### src/rtl/bisr_reader_pkg.sv
// rtl/bisr_reader_pkg.sv - shared types and sizing helpers for the result reader
package bisr_reader_pkg;

    typedef enum logic [1:0] {IDLE, ISSUE, DRAIN, DONE} reader_state_t;

    // One slot per read that can be in flight, plus one for the row being unpacked.
    function automatic int fifo_depth(input int access_latency);
        return access_latency + 1;
    endfunction

endpackage

### src/rtl/result_row_fifo.sv
// rtl/result_row_fifo.sv - synchronous row FIFO between RAM return path and unpacker
module result_row_fifo #(
    parameter int WIDTH = 32,
    parameter int DEPTH = 3
) (
    input  logic                       clk,
    input  logic                       rst,
    input  logic                       push,
    input  logic [WIDTH-1:0]           push_data,
    input  logic                       pop,
    output logic [WIDTH-1:0]           head,
    output logic                       full,
    output logic                       empty,
    output logic [$clog2(DEPTH+1)-1:0] count
);

    localparam int PTR_W = (DEPTH > 1) ? $clog2(DEPTH) : 1;
    localparam int CNT_W = $clog2(DEPTH + 1);

    logic [WIDTH-1:0] mem [DEPTH];
    logic [PTR_W-1:0] wr_ptr;
    logic [PTR_W-1:0] rd_ptr;
    logic             do_push;
    logic             do_pop;

    function automatic logic [PTR_W-1:0] ptr_next(input logic [PTR_W-1:0] p);
        return (p == PTR_W'(DEPTH - 1)) ? '0 : p + PTR_W'(1);
    endfunction

    assign full    = (count == CNT_W'(DEPTH));
    assign empty   = (count == '0);
    assign do_push = push && !full;
    assign do_pop  = pop && !empty;
    assign head    = mem[rd_ptr];

    always_ff @(posedge clk) begin
        if (do_push) begin
            mem[wr_ptr] <= push_data;
        end
    end

    always_ff @(posedge clk) begin
        if (rst) begin
            wr_ptr <= '0;
            rd_ptr <= '0;
            count  <= '0;
        end else begin
            if (do_push) begin
                wr_ptr <= ptr_next(wr_ptr);
            end
            if (do_pop) begin
                rd_ptr <= ptr_next(rd_ptr);
            end
            case ({do_push, do_pop})
                2'b10:   count <= count + CNT_W'(1);
                2'b01:   count <= count - CNT_W'(1);
                default: count <= count;
            endcase
        end
    end

endmodule

### src/rtl/matmul_result_reader.sv
// rtl/matmul_result_reader.sv - drains the result matrix from output RAM as a per-element stream
module matmul_result_reader
    import bisr_reader_pkg::*;
#(
    parameter int          ROWS               = 4,
    parameter int          COLS               = 4,
    parameter int          WORD_SIZE          = 8,
    parameter int          MEM_PORT_WIDTH     = 32,
    parameter int          MEM_ACCESS_LATENCY = 2,
    parameter logic [31:0] BASE_ADDR          = 32'h0,
    localparam int         ROW_W              = (ROWS > 1) ? $clog2(ROWS) : 1,
    localparam int         COL_W              = (COLS > 1) ? $clog2(COLS) : 1
) (
    input  logic                      clk,
    input  logic                      rst,
    input  logic                      start,
    output logic                      busy,
    output logic                      done,
    output logic [31:0]               mem_addr,
    output logic                      mem_rd_en,
    input  logic [MEM_PORT_WIDTH-1:0] mem_rd_data,
    output logic [WORD_SIZE-1:0]      out_data,
    output logic                      out_valid,
    input  logic                      out_ready,
    output logic [ROW_W-1:0]          out_row,
    output logic [COL_W-1:0]          out_col,
    output logic                      out_last
);

    localparam int DEPTH    = fifo_depth(MEM_ACCESS_LATENCY);
    localparam int CNT_W    = $clog2(DEPTH + 1);
    localparam int ROW_BITS = COLS * WORD_SIZE;

    reader_state_t                 state;
    reader_state_t                 state_next;
    logic [ROW_W-1:0]              rd_row;
    logic [CNT_W-1:0]              inflight;
    logic [MEM_ACCESS_LATENCY-1:0] rd_pipe;
    logic [CNT_W-1:0]              fifo_count;
    logic                          fifo_full;
    logic                          fifo_empty;
    logic [ROW_BITS-1:0]           head;
    logic                          credit_ok;
    logic                          issue;
    logic                          push;
    logic                          pop;
    logic                          handshake;
    logic                          row_end;
    logic                          unused_rd_bits;

    // Rows already buffered plus rows still travelling through the RAM must fit the FIFO.
    assign credit_ok = ({1'b0, fifo_count} + {1'b0, inflight}) < (CNT_W + 1)'(DEPTH);
    assign issue     = (state == ISSUE) && credit_ok;
    assign push      = rd_pipe[MEM_ACCESS_LATENCY-1];
    assign mem_rd_en = issue;
    assign mem_addr  = issue ? (BASE_ADDR + 32'(rd_row)) : 32'h0;

    assign out_valid = !fifo_empty;
    assign handshake = out_valid && out_ready;
    assign row_end   = (out_col == COL_W'(COLS - 1));
    assign pop       = handshake && row_end;
    assign out_data  = out_valid ? head[int'(out_col) * WORD_SIZE +: WORD_SIZE] : '0;
    assign out_last  = out_valid && row_end && (out_row == ROW_W'(ROWS - 1));

    assign unused_rd_bits = ^mem_rd_data;

    always_ff @(posedge clk) begin
        if (rst) begin
            state <= IDLE;
        end else begin
            state <= state_next;
        end
    end

    always_comb begin
        state_next = state;
        busy       = 1'b0;
        done       = 1'b0;
        case (state)
            IDLE: begin
                if (start) begin
                    state_next = ISSUE;
                end
            end
            ISSUE: begin
                busy = 1'b1;
                if (issue && rd_row == ROW_W'(ROWS - 1)) begin
                    state_next = DRAIN;
                end
            end
            DRAIN: begin
                busy = 1'b1;
                if (handshake && out_last) begin
                    state_next = DONE;
                end
            end
            DONE: begin
                done       = 1'b1;
                state_next = IDLE;
            end
        endcase
    end

    always_ff @(posedge clk) begin
        if (rst || state == IDLE) begin
            rd_row <= '0;
        end else if (issue) begin
            rd_row <= rd_row + ROW_W'(1);
        end
    end

    // Valid bits march alongside the RAM pipeline; clearing them on reset drops late returns.
    always_ff @(posedge clk) begin
        if (rst) begin
            rd_pipe  <= '0;
            inflight <= '0;
        end else begin
            rd_pipe[0] <= issue;
            for (int i = 1; i < MEM_ACCESS_LATENCY; i++) begin
                rd_pipe[i] <= rd_pipe[i-1];
            end
            case ({issue, push})
                2'b10:   inflight <= inflight + CNT_W'(1);
                2'b01:   inflight <= inflight - CNT_W'(1);
                default: inflight <= inflight;
            endcase
        end
    end

    always_ff @(posedge clk) begin
        if (rst) begin
            out_col <= '0;
            out_row <= '0;
        end else begin
            if (handshake) begin
                out_col <= row_end ? '0 : out_col + COL_W'(1);
            end
            if (pop) begin
                out_row <= (out_row == ROW_W'(ROWS - 1)) ? '0 : out_row + ROW_W'(1);
            end
        end
    end

    result_row_fifo #(
        .WIDTH (ROW_BITS),
        .DEPTH (DEPTH)
    ) u_fifo (
        .clk       (clk),
        .rst       (rst),
        .push      (push),
        .push_data (mem_rd_data[ROW_BITS-1:0]),
        .pop       (pop),
        .head      (head),
        .full      (fifo_full),
        .empty     (fifo_empty),
        .count     (fifo_count)
    );

    assert property (@(posedge clk) disable iff (rst) !(push && fifo_full));

endmodule

### config.mk
export PLATFORM = sky130hd
export DESIGN_NAME = matmul_result_reader
export DESIGN_NICKNAME = d
export VERILOG_FILES = /design/src/rtl/bisr_reader_pkg.sv /design/src/rtl/result_row_fifo.sv /design/src/rtl/matmul_result_reader.sv
export SDC_FILE = /design/constraint.sdc
export NUM_CORES = 1
export LEC_CHECK = 0
export ABC_AREA = 1
export CORE_UTILIZATION = 57
export CTS_CLUSTER_SIZE = 16
export DETAILED_ROUTE_END_ITERATION = 10
export GPL_ROUTABILITY_DRIVEN = 0
export PLACE_DENSITY = 0.83
export SETUP_SLACK_MARGIN = 0.3
export SYNTH_ARGS = -nofsm -noshare
export SYNTH_HDL_FRONTEND = slang
export SYNTH_SLANG_ARGS = --single-unit
### constraint.sdc
create_clock -name clk -period 10.3 [get_ports clk]
set_clock_uncertainty 0.05 [all_clocks]
set_input_delay 3.09 -clock clk [delete_from_list [all_inputs] [get_ports clk]]
set_output_delay 3.09 -clock clk [all_outputs]
set_load 0.02 [all_outputs]
==> metrics.md <==
| Metric | Value |
|---|---|
| Status | complete, no violations |
| Final worst-path cycle share | 65.7% |
| Clk network pwr share | 45.3% |
| Area delta synth->final | 21.8% |
| Layout cell share with drive strength beyond 1 | 7.05% |
| Comb pwr share | 12.4% |
| I/O pin count | 85 |
| Final ANT Viol Nets | 0 |
| Drt first-iter violations | 419 |
| Slew HR | 21.8% |
| ANT cells | 0 |
| Grt ovf | 0 |
| Kind of critical path | reg -> out |
| Total CTS buffers | 17 |
| Switch share | 23.8% |
| Via Count | 3532 |
| Total power | 1.29 mW |
| HP Start | rd_pipe[0] |
| Clock sink count | 116 |
| FF-to-FF path depth | 8 |
| Hold Buf Count CTS | 0 |
| DRC violations left | 0 |
| Worst hold path depth | 2 |
| CTS Root Cell | clkbuf_8 |
| Min Tclk post-route | 6770 ps |
| Crit Reg-Reg Startpoint | out_col[0] |
| Worst Setup Start Kind | register |
| Overall Global Routing Usage | 26.5% |
| Mux contribution to synthesized area | 0% |
| Leading cell type in the layout, fill and taps excluded | edfxtp_1 |
| Reg2Reg Setup Slack | 7730 ps |
| Peak supply drop | 0.000177 V |
| CP Max Fanout | 41 |
| Worst Path Required | 7160 ps |
| Max Clock Freq | 148 MHz |
| Die X | 95.4 um |
| Largest family of logic cells by synthesized area | simple AND/OR/NAND/NOR gates |
| Adder-Cell Fraction of Synth Area | 2.92% |
| Setup TNS | 0 ps |
| Core area | 8340 sq um |
| Chip height | 95.4 um |
| Switching power total | 0.306 mW |
| Max clock buf depth | 2 |
| Slew Limit Fails | 0 |
| Post-CTS Resized | 0 |
| Min-delay worst type | reg -> reg |
| Drt wl/cell | 17.4 um |
| Buffers on Ports | 54 |
| H-tree depth | 4 |
| Commonest cells after routing, fill and taps aside | edfxtp_1, nor2_1, nand2_1 |
| Largest net degree at the start of global routing | 42 |
| Worst-Margin Slew | 1170 ps |
| Setup violators final | 0 |
| PwrDens | 212 nW/um^2 |
| Rows | 33 |
| Initial antenna violation count | 0 |
| Placed Cells | 599 |
| Vias/cell | 5.61 |
| FF-to-FF End | u_fifo.count[1] |
| Drt total wl | 11000 um |
| Non-filler instance count after layout | 630 |
| Syn Inst Count | 454 |
| Post-DP HPWL | 6190 um |
| Router iterations before antenna repair | 6 |
| Initial Util | 59.7% |
| Final-stage net count | 560 |
| Pleak | 2.28 nW |
| Hold Fails Final Rpt | 0 |
| Post-Synth XOR/XNOR Area | 0.176% |
| Post-CTS Setup Inserts | 0 |
| Post-synthesis sequential area ratio | 66.0% |
| Synth Area in Simple Gates | 14.5% |
| RSZ-0062 raised after global routing | no |
| Post-synth cell types | 27 |
| Post-synthesis average cell area | 11.0 sq um |
| Layout Utilization | 72.7% |
| Worst-Skew Late Latency | 520 ps |
| CTS tree | done |
| Max-Cap Viols | 0 |
| Setup crit end kind | output port |
| Syn. warnings | 0 |
| Reg power frac | 42.4% |
| CP arrival | 3630 ps |
| Synth Area in Compound Gates | 8.00% |
| Yosys reg bits | 116 |
| Number of global-route vias before repair | 3520 |
| Hold endpoint | rd_pipe[1] |
| WHS | 359 ps |
| Post-Syn Area | 4980 sq um |
| First-pass GRT wire length | 17200 um |
| Internal | 0.980 mW |
| Die area | 9110 sq um |
| Clock transition at path regs | 50 ps |
power by group through the flow:
stage	registers, mW	logic, mW	clock network [mW]
6_report	0.545	0.159	0.582
5_1_grt	0.547	0.178	0.607
4_1_cts	0.544	0.159	0.584
3_5_place_dp	0.553	0.155	0
3_3_place_gp	0.552	0.148	0
2_1_floorplan	0.549	0.111	0
synthesized netlist by cell type (all sizes together):
cell type | count | share of area, %
edfxtp | 96 | 58
nor2 | 73 | 5.5
nand2 | 57 | 4.3
o21ai | 53 | 5.3
buf | 44 | 6.1
nand3 | 36 | 3.6
inv | 26 | 2.0
dfxtp | 20 | 8.0
a21oi | 18 | 1.8
ha | 10 | 2.5
nor3 | 4 | 0.40
clkbuf | 3 | 0.25
a211oi | 2 | 0.30
and3 | 2 | 0.25
nand4 | 2 | 0.25
o211a | 2 | 0.40
a21boi | 1 | 0.15
clkinv | 1 | 0.075
conb | 1 | 0.075
fa | 1 | 0.40
or2 | 1 | 0.13
xor2 | 1 | 0.18
worst max-delay path: stages (launching register included):
cell	delay [ps]
dfxtp_1	1090
inv_2	570
nor2_1	260
o21ai_1	110
o21ai_1	120
a21oi_1	100
nor2_1	190
clkdlybuf4s50_1	640
layout make-up:
cell class | count | area, sq um
multi-input cells | 293 | 1390
repair buffers | 58 | 571
clock buffers | 19 | 422
inverters | 27 | 101
flip-flops and latches | 116 | 3280
fillers | 524 | 2280
clock inverters | 12 | 163
well taps | 105 | 131
cell families (layout without fill, tap and decap cells):
kind of cell / Yosys count / count (layout)
compound gates: 76 / 76
other cells: 1 / 30
fa+ha+maj: 11 / 11
xor+xnor: 1 / 1
simple gates: 175 / 175
buf+inv: 74 / 116
flops: 116 / 116
how the worst max path moves through the flow:
stage / cells after the start / end / slack (ps) / start
3_5_place_dp: 7 / out_data[5] / 4230 / out_col[0]
6_report: 7 / out_data[7] / 3530 / out_col[0]
4_1_cts: 7 / out_data[7] / 3610 / out_col[0]
3_3_place_gp: 7 / out_data[5] / 4280 / out_col[0]
5_1_grt: 7 / out_data[7] / 3320 / out_col[0]
2_1_floorplan: 5 / mem_addr[0] / 5600 / u_fifo.count[0]
registers in the layout (all words and copies together) (netlist names), named ones only:
| signal | count |
|---|---|
| u_fifo.mem | 96 |
| state | 2 |
| rd_row | 2 |
| out_col | 2 |
| u_fifo.wr_ptr | 2 |
| out_row | 2 |
| inflight | 2 |
| u_fifo.rd_ptr | 2 |
| rd_pipe | 2 |
| u_fifo.count | 2 |
routing by layer:
metal	global-route usage, %	share of wire, %	up-vias	wire length [um]
li1	-	-	1626	-
met1	31.6	38	1642	4120
met2	42.7	50	230	5480
met3	8.05	9.1	34	998
met4	15.0	3.2	0	352
met5	0	0	-	0
stage by stage:
step                      area (sq um)  setup slack [ps]
after CTS                         6060              3610
after global routing              6060              3320
after floorplan                   5080              5600
final                             6060              3530
after global placement            5480              4280
after detailed placement          5480              4230
Note: power is estimated with default switching activity, not from simulation.
